<file path="config.mk">
export PLATFORM = sky130hd
export DESIGN_NAME = rpn_result_display
export DESIGN_NICKNAME = d
export VERILOG_FILES = /design/src/rtl/rpn_pkg.sv /design/src/rtl/seg7_digit.sv /design/src/rtl/rpn_result_display.sv
export SDC_FILE = /design/constraint.sdc
export NUM_CORES = 1
export LEC_CHECK = 0
export CAP_MARGIN = 0
export CORE_MARGIN = 2
export CORE_UTILIZATION = 46
export CTS_CLUSTER_DIAMETER = 30
export DETAILED_ROUTE_END_ITERATION = 10
export DONT_BUFFER_PORTS = 1
export HOLD_SLACK_MARGIN = 0.12
export PLACE_DENSITY = 0.62
export SYNTH_ARGS = -nofsm -noshare
export SYNTH_HDL_FRONTEND = slang
export SYNTH_HIERARCHICAL = 1
export SYNTH_SLANG_ARGS = --single-unit
</file>
<file path="constraint.sdc">
create_clock -name CLOCK_50 -period 3.9 [get_ports CLOCK_50]
set_input_delay 0.78 -clock CLOCK_50 [delete_from_list [all_inputs] [get_ports CLOCK_50]]
set_output_delay 0.78 -clock CLOCK_50 [all_outputs]
set_load 0.01 [all_outputs]
</file>
<file path="src/rtl/rpn_pkg.sv">
// rtl/rpn_pkg.sv - shared segment constants, digit table, FSM encoding and BCD helper
package rpn_pkg;

  localparam logic [6:0] SEG_BLANK = 7'h7F;
  localparam logic [6:0] SEG_MINUS = 7'b0111111;
  localparam logic [6:0] SEG_E     = 7'b0000110;
  localparam logic [6:0] SEG_R     = 7'b0101111;

  // Active-low gfedcba patterns, entry 9 first so DIGIT_SEG[d] selects digit d.
  localparam logic [9:0][6:0] DIGIT_SEG = {
    7'b0010000,
    7'b0000000,
    7'b1111000,
    7'b0000010,
    7'b0010010,
    7'b0011001,
    7'b0110000,
    7'b0100100,
    7'b1111001,
    7'b1000000
  };

  typedef enum logic [1:0] {
    IDLE  = 2'd0,
    CONV  = 2'd1,
    LATCH = 2'd2
  } state_t;

  // Double-dabble correction step: any nibble of 5 or more gets +3 before the shift.
  function automatic logic [19:0] add3_bcd(input logic [19:0] bcd);
    logic [19:0] r;
    r = bcd;
    for (int i = 0; i < 5; i++) begin
      if (bcd[4*i +: 4] >= 4'd5) begin
        r[4*i +: 4] = bcd[4*i +: 4] + 4'd3;
      end
    end
    return r;
  endfunction

endpackage

</file>
<file path="src/rtl/seg7_digit.sv">
// rtl/seg7_digit.sv - one BCD digit to active-low 7-segment pattern with blanking
module seg7_digit
  import rpn_pkg::*;
(
  input  logic [3:0] bcd,
  input  logic       blank,
  output logic [6:0] seg
);

  always_comb begin
    seg = SEG_BLANK;
    if (!blank && (bcd <= 4'd9)) begin
      seg = DIGIT_SEG[bcd];
    end
  end

endmodule

</file>
<file path="src/rtl/rpn_result_display.sv">
// rtl/rpn_result_display.sv - iterative binary-to-decimal display driver for HEX5..HEX0
module rpn_result_display
  import rpn_pkg::*;
#(
  parameter int WIDTH  = 8,
  parameter bit SIGNED = 1'b1
) (
  input  logic             CLOCK_50,
  input  logic             reset,
  input  logic             load,
  input  logic [WIDTH-1:0] value,
  input  logic             err,
  output logic             busy,
  output logic             done,
  output logic [6:0]       HEX0,
  output logic [6:0]       HEX1,
  output logic [6:0]       HEX2,
  output logic [6:0]       HEX3,
  output logic [6:0]       HEX4,
  output logic [6:0]       HEX5
);

  localparam int CW = (WIDTH > 2) ? $clog2(WIDTH) : 1;

  state_t          state;
  logic            neg_q;
  logic            err_q;
  logic [WIDTH:0]  mag_q;
  logic [19:0]     bcd_q;
  logic [CW-1:0]   cnt;

  logic            neg_in;
  logic [WIDTH:0]  mag_in;
  logic [3:0]      dig   [5];
  logic            blank [5];
  logic [6:0]      seg   [5];

  // One extra magnitude bit keeps the most-negative input exact.
  always_comb begin
    neg_in = SIGNED && value[WIDTH-1];
    mag_in = neg_in ? (~{1'b1, value} + (WIDTH+1)'(1)) : {1'b0, value};
  end

  // Leading-zero blanking ripples down from HEX4; the ones digit always shows.
  always_comb begin
    for (int i = 0; i < 5; i++) begin
      dig[i] = bcd_q[4*i +: 4];
    end
    blank[4] = (dig[4] == 4'd0);
    for (int i = 3; i >= 1; i--) begin
      blank[i] = blank[i+1] && (dig[i] == 4'd0);
    end
    blank[0] = 1'b0;
  end

  for (genvar g = 0; g < 5; g++) begin : g_digit
    seg7_digit u_digit (
      .bcd   (dig[g]),
      .blank (blank[g]),
      .seg   (seg[g])
    );
  end

  always_ff @(posedge CLOCK_50) begin
    if (reset) begin
      state <= IDLE;
      busy  <= 1'b0;
      done  <= 1'b0;
      neg_q <= 1'b0;
      err_q <= 1'b0;
      mag_q <= '0;
      bcd_q <= '0;
      cnt   <= '0;
      HEX0  <= SEG_BLANK;
      HEX1  <= SEG_BLANK;
      HEX2  <= SEG_BLANK;
      HEX3  <= SEG_BLANK;
      HEX4  <= SEG_BLANK;
      HEX5  <= SEG_BLANK;
    end else begin
      done <= 1'b0;
      case (state)
        IDLE: begin
          if (load) begin
            neg_q <= neg_in;
            err_q <= err;
            mag_q <= mag_in;
            bcd_q <= '0;
            cnt   <= CW'(WIDTH - 1);
            busy  <= 1'b1;
            state <= err ? LATCH : CONV;
          end
        end
        CONV: begin
          // Truncating cast drops the BCD carry-out, which cannot be set for WIDTH <= 16.
          bcd_q <= 20'({add3_bcd(bcd_q), mag_q[WIDTH-1]});
          mag_q <= mag_q << 1;
          cnt   <= cnt - CW'(1);
          if (cnt == '0) begin
            state <= LATCH;
          end
        end
        LATCH: begin
          if (err_q) begin
            HEX5 <= SEG_BLANK;
            HEX4 <= SEG_BLANK;
            HEX3 <= SEG_BLANK;
            HEX2 <= SEG_E;
            HEX1 <= SEG_R;
            HEX0 <= SEG_R;
          end else begin
            HEX5 <= neg_q ? SEG_MINUS : SEG_BLANK;
            HEX4 <= seg[4];
            HEX3 <= seg[3];
            HEX2 <= seg[2];
            HEX1 <= seg[1];
            HEX0 <= seg[0];
          end
          done  <= 1'b1;
          busy  <= 1'b0;
          state <= IDLE;
        end
        default: begin
          busy  <= 1'b0;
          state <= IDLE;
        end
      endcase
    end
  end

endmodule
</file>
# Word-level counts from Yosys, hierarchy flattened
# Memories as Yosys holds them, arrays and structs flattened. A register that Yosys moved wholly into a read port is not among the register bits.
# Cells that the tools add are included.
[totals]
regBits = 79
mem_bits_ro = 560
inputBits = 12
out_inout_bits = 44
word_cells = 115
n_memories = 5
[classes]
addsub = 7
order_cmp = 15
eq_ne = 4
n_mux = 46
bitwise = 2
reduce_logical = 22
[mem_list]
columns = ["name", "words", "word_bits", "rd", "rd_ports_with_merged_regs", "write_ports", "line", "text"]
rows = [
  ["(no name shown)", 16, 7, 1, 1, 0, "seg7_digit.sv:13", "seg = DIGIT_SEG[bcd];"],
  ["(no name shown)", 16, 7, 1, 1, 0, "seg7_digit.sv:13", ""],
  ["(no name shown)", 16, 7, 1, 1, 0, "seg7_digit.sv:13", ""],
  ["(no name shown)", 16, 7, 1, 1, 0, "seg7_digit.sv:13", ""],
  ["(no name shown)", 16, 7, 1, 1, 0, "seg7_digit.sv:13", ""],
]
[op_table]
columns = ["operator", "n"]
rows = [
  ["7-bit 2-to-1 mux", 17],
  ["4-bit 2-to-1 mux", 14],
  ["20-bit one-hot mux with 2 select lines", 1],
  ["4-bit by 5-bit < comparator with 1-bit output, second input constant", 5],
  ["4-bit by 3-bit >= comparator with 1-bit output, second input constant", 5],
  ["4-bit less-or-equal comparator, second input constant", 5],
  ["20-bit 2-to-1 mux", 1],
  ["4-bit by 2-bit adder with 4-bit output, second input constant", 4],
  ["4-bit logical NOT", 4],
  ["8-bit 2-to-1 mux", 2],
  ["8-bit one-hot mux with 2 select lines", 1],
  ["8-bit by 1-bit adder with 8-bit output, second input constant", 1],
  ["8-bit NOT", 1],
  ["2-bit AND reduction", 4],
  ["1-bit logical AND", 7],
  ["2-bit 2-to-1 mux", 3],
  ["3-bit 2-to-1 mux", 2],
  ["3-bit one-hot mux with 2 select lines", 1],
  ["1-bit logical NOT", 4],
  ["2-bit inequality test, second input constant", 2],
  ["2-bit one-hot mux with 2 select lines", 1],
  ["3-bit by 2-bit adder with 3-bit output, second input constant", 1],
  ["3-bit logical NOT", 1],
  ["3-bit by 1-bit subtractor with 3-bit output, second input constant", 1],
  ["other kinds (7)", 8],
]

# Depth between registers and ports, before layout
[logic_depth]
ltp_word = 8
ltp_mapped = 10
depth_no_buf = 10

# Cells and area by module
# The synthesis kept the hierarchy.
[by_module_without_submodules]
columns = ["module", "n_inst", "cells_per_inst", "area_per_inst_um2", "seq_area_each_um2"]
rows = [
  ["rpn_result_display", 1, 398, 3360.7, 1461.4],
  ["seg7_digit", 5, 29, 210.2, 0.0],
]

# Least setup slack after synthesis
# No wires, ideal clock.
[synth_timing]
kind = "reg2reg"
start = "reg bcd_q[16]"
end = "reg HEX1[0]"
setup_time_ns = 0.132
t_arrival_ns = 1.959
t_required_ns = 3.768
setup_slack_ns = 1.809
stages_incl_launch_ff = 11
path_buffers = 0
synth_period_minus_slack_ns = 2.091
path_cell_list = "dfxtp_1 inv_1 ha_1 nor3b_2 and3_1 and3_1 and3_1 a21oi_4 o21ai_0 nor3_1 o21ai_0"
[synth_rtl]
columns = ["item", "line", "text"]
rows = [
  ["from (decl)", "rpn_result_display.sv:29", "logic [19:0] bcd_q;"],
  ["from (signal assigned)", "rpn_result_display.sv:96", "bcd_q <= 20'({add3_bcd(bcd_q), mag_q[WIDTH-1]});"],
  ["to (signal assigned)", "rpn_result_display.sv:116", "HEX1 <= seg[1];"],
  ["to (decl)", "rpn_result_display.sv:16", "output logic [6:0] HEX1,"],
]

==> results.toml <==
[outcome]
status = "finished clean"

[floorplan]
io_pins = 56
starting_density_of_the_core_pct = 47.5
floorplan.die.width_um = 102
fp.dieArea_um2 = 10400
core-area_um2 = 9280
rows = 35
die_height_um = 102

[global_routing]
antenna_violations_before_repair = 0
grt_start_max_net_pins = 31
met3_usage_pct = 5.47
grt_pass1_wl_mm = 15.8
grt.overflow.total = 0
grt_usage_pct = 19.1
grt_use_met1_pct = 24.5
grt_most_used_layer = "met2"
groute.layer.met2.usage_pct = 31.2
first_global_vias = 3346

[cells_and_area]
layout_common_cells = "73 x sky130_fd_sc_hd__dfxtp_1, 69 x sky130_fd_sc_hd__o21ai_0, 54 x sky130_fd_sc_hd__nor2_1"
area.growth.synth_to_final_pct = 4.40
register_area_um2 = 1460
layout_commonest_cell = "sky130_fd_sc_hd__dfxtp_1"
multi_input_area_um2 = 2620
layout.nets = 580
proportion_of_layout_cells_with_a_drive_suffix_above_1_pct = 7.89
antennaDiodeCount = 0
fillerInstances = 969

[clock_network]
cts_repair_resize_count = 0
cts.sink_count = 73
post_cts_hold_buffer_count = 0
number_of_buffers_added_by_the_clock_tree_synthesis_step = 9
cts_root_buffer = "sky130_fd_sc_hd__clkbuf_8"
setup_buffers_after_cts = 0
clkTransAtPathRegs_ns = 0.08
cts_tree = "built"
worstSkewPairLatency_ns = 0.36
htree_levels = 3
clock_tree.buffer_depth = 2

[place]
placement.io_buffers = 0
post-dp-hpwl_mm = 6.52
gpl.final_weighted_congestion = 0.793
placement.setup.worst_slack_ns = 1.56

[timing]
maxSlewViolCount = 0
finalHoldViolCount = 0
final-setup-viol-count = 0
worst_slew_pin_slew_ns = 0.926
totalNegativeSetupSlack_ns = 0
layout_worst_path_cycle_share_pct = 60.3
rsz0062_at_grt = "no"
fmax_achieved_mhz = 426
finClkSkew_ns = 0.0120
final.setup.worst_slack_ns = 1.55
period_minus_slack_ns = 2.35
maxSlewHeadroom_pct = 38.2

[critical_path]
timing.critical_path.required_ns = 4.13
end_kind = "register"
critPathMaxFanout = 7
setup_cp_type = "register to register"
arrival_ns = 2.58
timing.critical_path.from_type = "register"

[yosys]
synth.top_cell.area_share_pct = 33.1
number_of_synthesized_register_bits = 73
synthesized_cell_area_um2 = 4410
synthCells = 543
count_of_cell_types_in_the_netlist = 48
synth_edf_count = 0
synth.avg_cell_area_um2 = 8.12
postSynth.asyncResetShare_pct = 0
yosys_warnings = 6
synthDominantAreaCellType = "sky130_fd_sc_hd__dfxtp_1"
largest_cells_by_area_after_synthesis = "sky130_fd_sc_hd__dfxtp_1 33%, sky130_fd_sc_hd__ha_1 12%, sky130_fd_sc_hd__o21ai_0 7.8%, sky130_fd_sc_hd__nor2_1 4.6%, sky130_fd_sc_hd__a21oi_1 4.2%"
synth_flop_cell = "sky130_fd_sc_hd__dfxtp_1"
synth_sequential_area_ratio_pct = 33.1

[detailed_routing]
post_drt_via_cell_ratio = 5.37
vias = 3550
antenna_left = 0
starting_drc_count_in_detailed_routing = 118
number_of_design_rule_violations_left_after_detail_routing = 0
firstDrtPassIters = 4
wire_per_inst_um = 14.2
wirelength_mm = 9.38

[power]
power_density_cells_nw_per_um2 = 334
ir_worst_vdd_mv = 0.144
design_power_uw = 1540
power_leakage_uw = 0.00171

[run]
drv.max_cap_violation_count = 0

[worst_hold_path]
holdCritPathClass = "register to register"
[path summary, 6_finish.rpt]
kind | from | end | slack, ns | cells past startpoint
max reg2reg | bcd_q[16] | HEX1[1] | 1.55 | 10
min reg2reg | mag_q[4] | mag_q[4] | 0.47 | 2
min | mag_q[4] | mag_q[4] | 0.47 | 2
max | bcd_q[16] | HEX1[1] | 1.55 | 10
[through the flow]
step | hold slack [ns] | std cells | utilization (%) | area, µm²
2_1_floorplan | 0.420 | 548 | - | 4430
3_3_place_gp | 0.442 | 645 | 47.4 | 4400
3_5_place_dp | 0.449 | 645 | 47.4 | 4400
4_1_cts | 0.466 | 661 | 49.6 | 4610
5_1_grt | 0.464 | 661 | 49.6 | 4610
6_report | 0.469 | 661 | 49.6 | 4610
[state kept, by name, indices dropped and copies added, names as in the netlist, 2 cells and up]
name,flops
HEX4,7
cnt,3
mag_q,8
state,2
HEX1,7
HEX2,7
HEX3,7
bcd_q,20
HEX0,7
[cell type report]
cell class              instances  area share (%)
multi-input cells             406            57.0
inverters                      33            2.69
well taps                     129            3.50
clock buffers                  10            2.99
flip-flops and latches         73            31.7
clock inverters                 6            1.47
repair buffers                  4           0.652
[report_power, final]
part           switching (µW)  internal, µW  total (µW)
clock network             303           314         616
logic                    80.4          45.7         126
registers                24.5           769         794
total                     407          1130        1540
[synthesized netlist by cell type (2+ instances only)]
library cell / instances
sky130_fd_sc_hd__dfxtp_1: 73
sky130_fd_sc_hd__a221oi_1: 2
sky130_fd_sc_hd__nor3_1: 34
sky130_fd_sc_hd__buf_2: 13
sky130_fd_sc_hd__xor2_1: 6
sky130_fd_sc_hd__nor2_1: 54
sky130_fd_sc_hd__buf_1: 2
sky130_fd_sc_hd__conb_1: 2
sky130_fd_sc_hd__o211ai_1: 5
sky130_fd_sc_hd__nand2b_1: 15
sky130_fd_sc_hd__inv_1: 33
sky130_fd_sc_hd__a21oi_4: 5
sky130_fd_sc_hd__nor4_1: 2
sky130_fd_sc_hd__clkbuf_1: 6
sky130_fd_sc_hd__xnor2_1: 7
sky130_fd_sc_hd__a22oi_1: 2
sky130_fd_sc_hd__a222oi_1: 2
sky130_fd_sc_hd__a21oi_1: 37
sky130_fd_sc_hd__buf_6: 5
sky130_fd_sc_hd__buf_4: 9
sky130_fd_sc_hd__o21ai_0: 69
sky130_fd_sc_hd__and2b_2: 5
sky130_fd_sc_hd__nand2_1: 44
sky130_fd_sc_hd__nand3b_1: 10
sky130_fd_sc_hd__a22o_1: 6
sky130_fd_sc_hd__nor3b_1: 3
sky130_fd_sc_hd__o31ai_1: 5
sky130_fd_sc_hd__and3_1: 3
sky130_fd_sc_hd__nand3_1: 14
sky130_fd_sc_hd__ha_1: 41
sky130_fd_sc_hd__o221ai_1: 2
sky130_fd_sc_hd__a211oi_1: 3
sky130_fd_sc_hd__mux2i_1: 5
sky130_fd_sc_hd__o21bai_4: 5
[critical path, stage by stage (launching register included)]
cell and delay [ns]:
sky130_fd_sc_hd__dfxtp_1 0.47, sky130_fd_sc_hd__inv_1 0.11, sky130_fd_sc_hd__ha_1 0.26, sky130_fd_sc_hd__nor3b_2 0.19, sky130_fd_sc_hd__and3_1 0.23, sky130_fd_sc_hd__and3_1 0.21
sky130_fd_sc_hd__and3_1 0.21, sky130_fd_sc_hd__a21oi_4 0.18, sky130_fd_sc_hd__o21ai_0 0.12, sky130_fd_sc_hd__nor3_1 0.17, sky130_fd_sc_hd__o21ai_0 0.09
[kinds of logic after synthesis]
kind of cell | synth area share, %
compound gates | 22.2
xor+xnor | 2.58
fa+ha+maj | 11.6
buf+inv | 7.88
flops | 33.1
mux | 1.13
other cells | 0.170
simple gates | 21.3
[layer usage]
metal | wire (µm) | part of all wire [%] | vias to the layer above
li1 | - | - | 1822
met1 | 4520 | 48 | 1651
met2 | 4290 | 46 | 72
met3 | 476 | 5.1 | 5
met4 | 89 | 0.95 | 0
met5 | 0 | 0 | -
(Power assumes the default switching activity.)
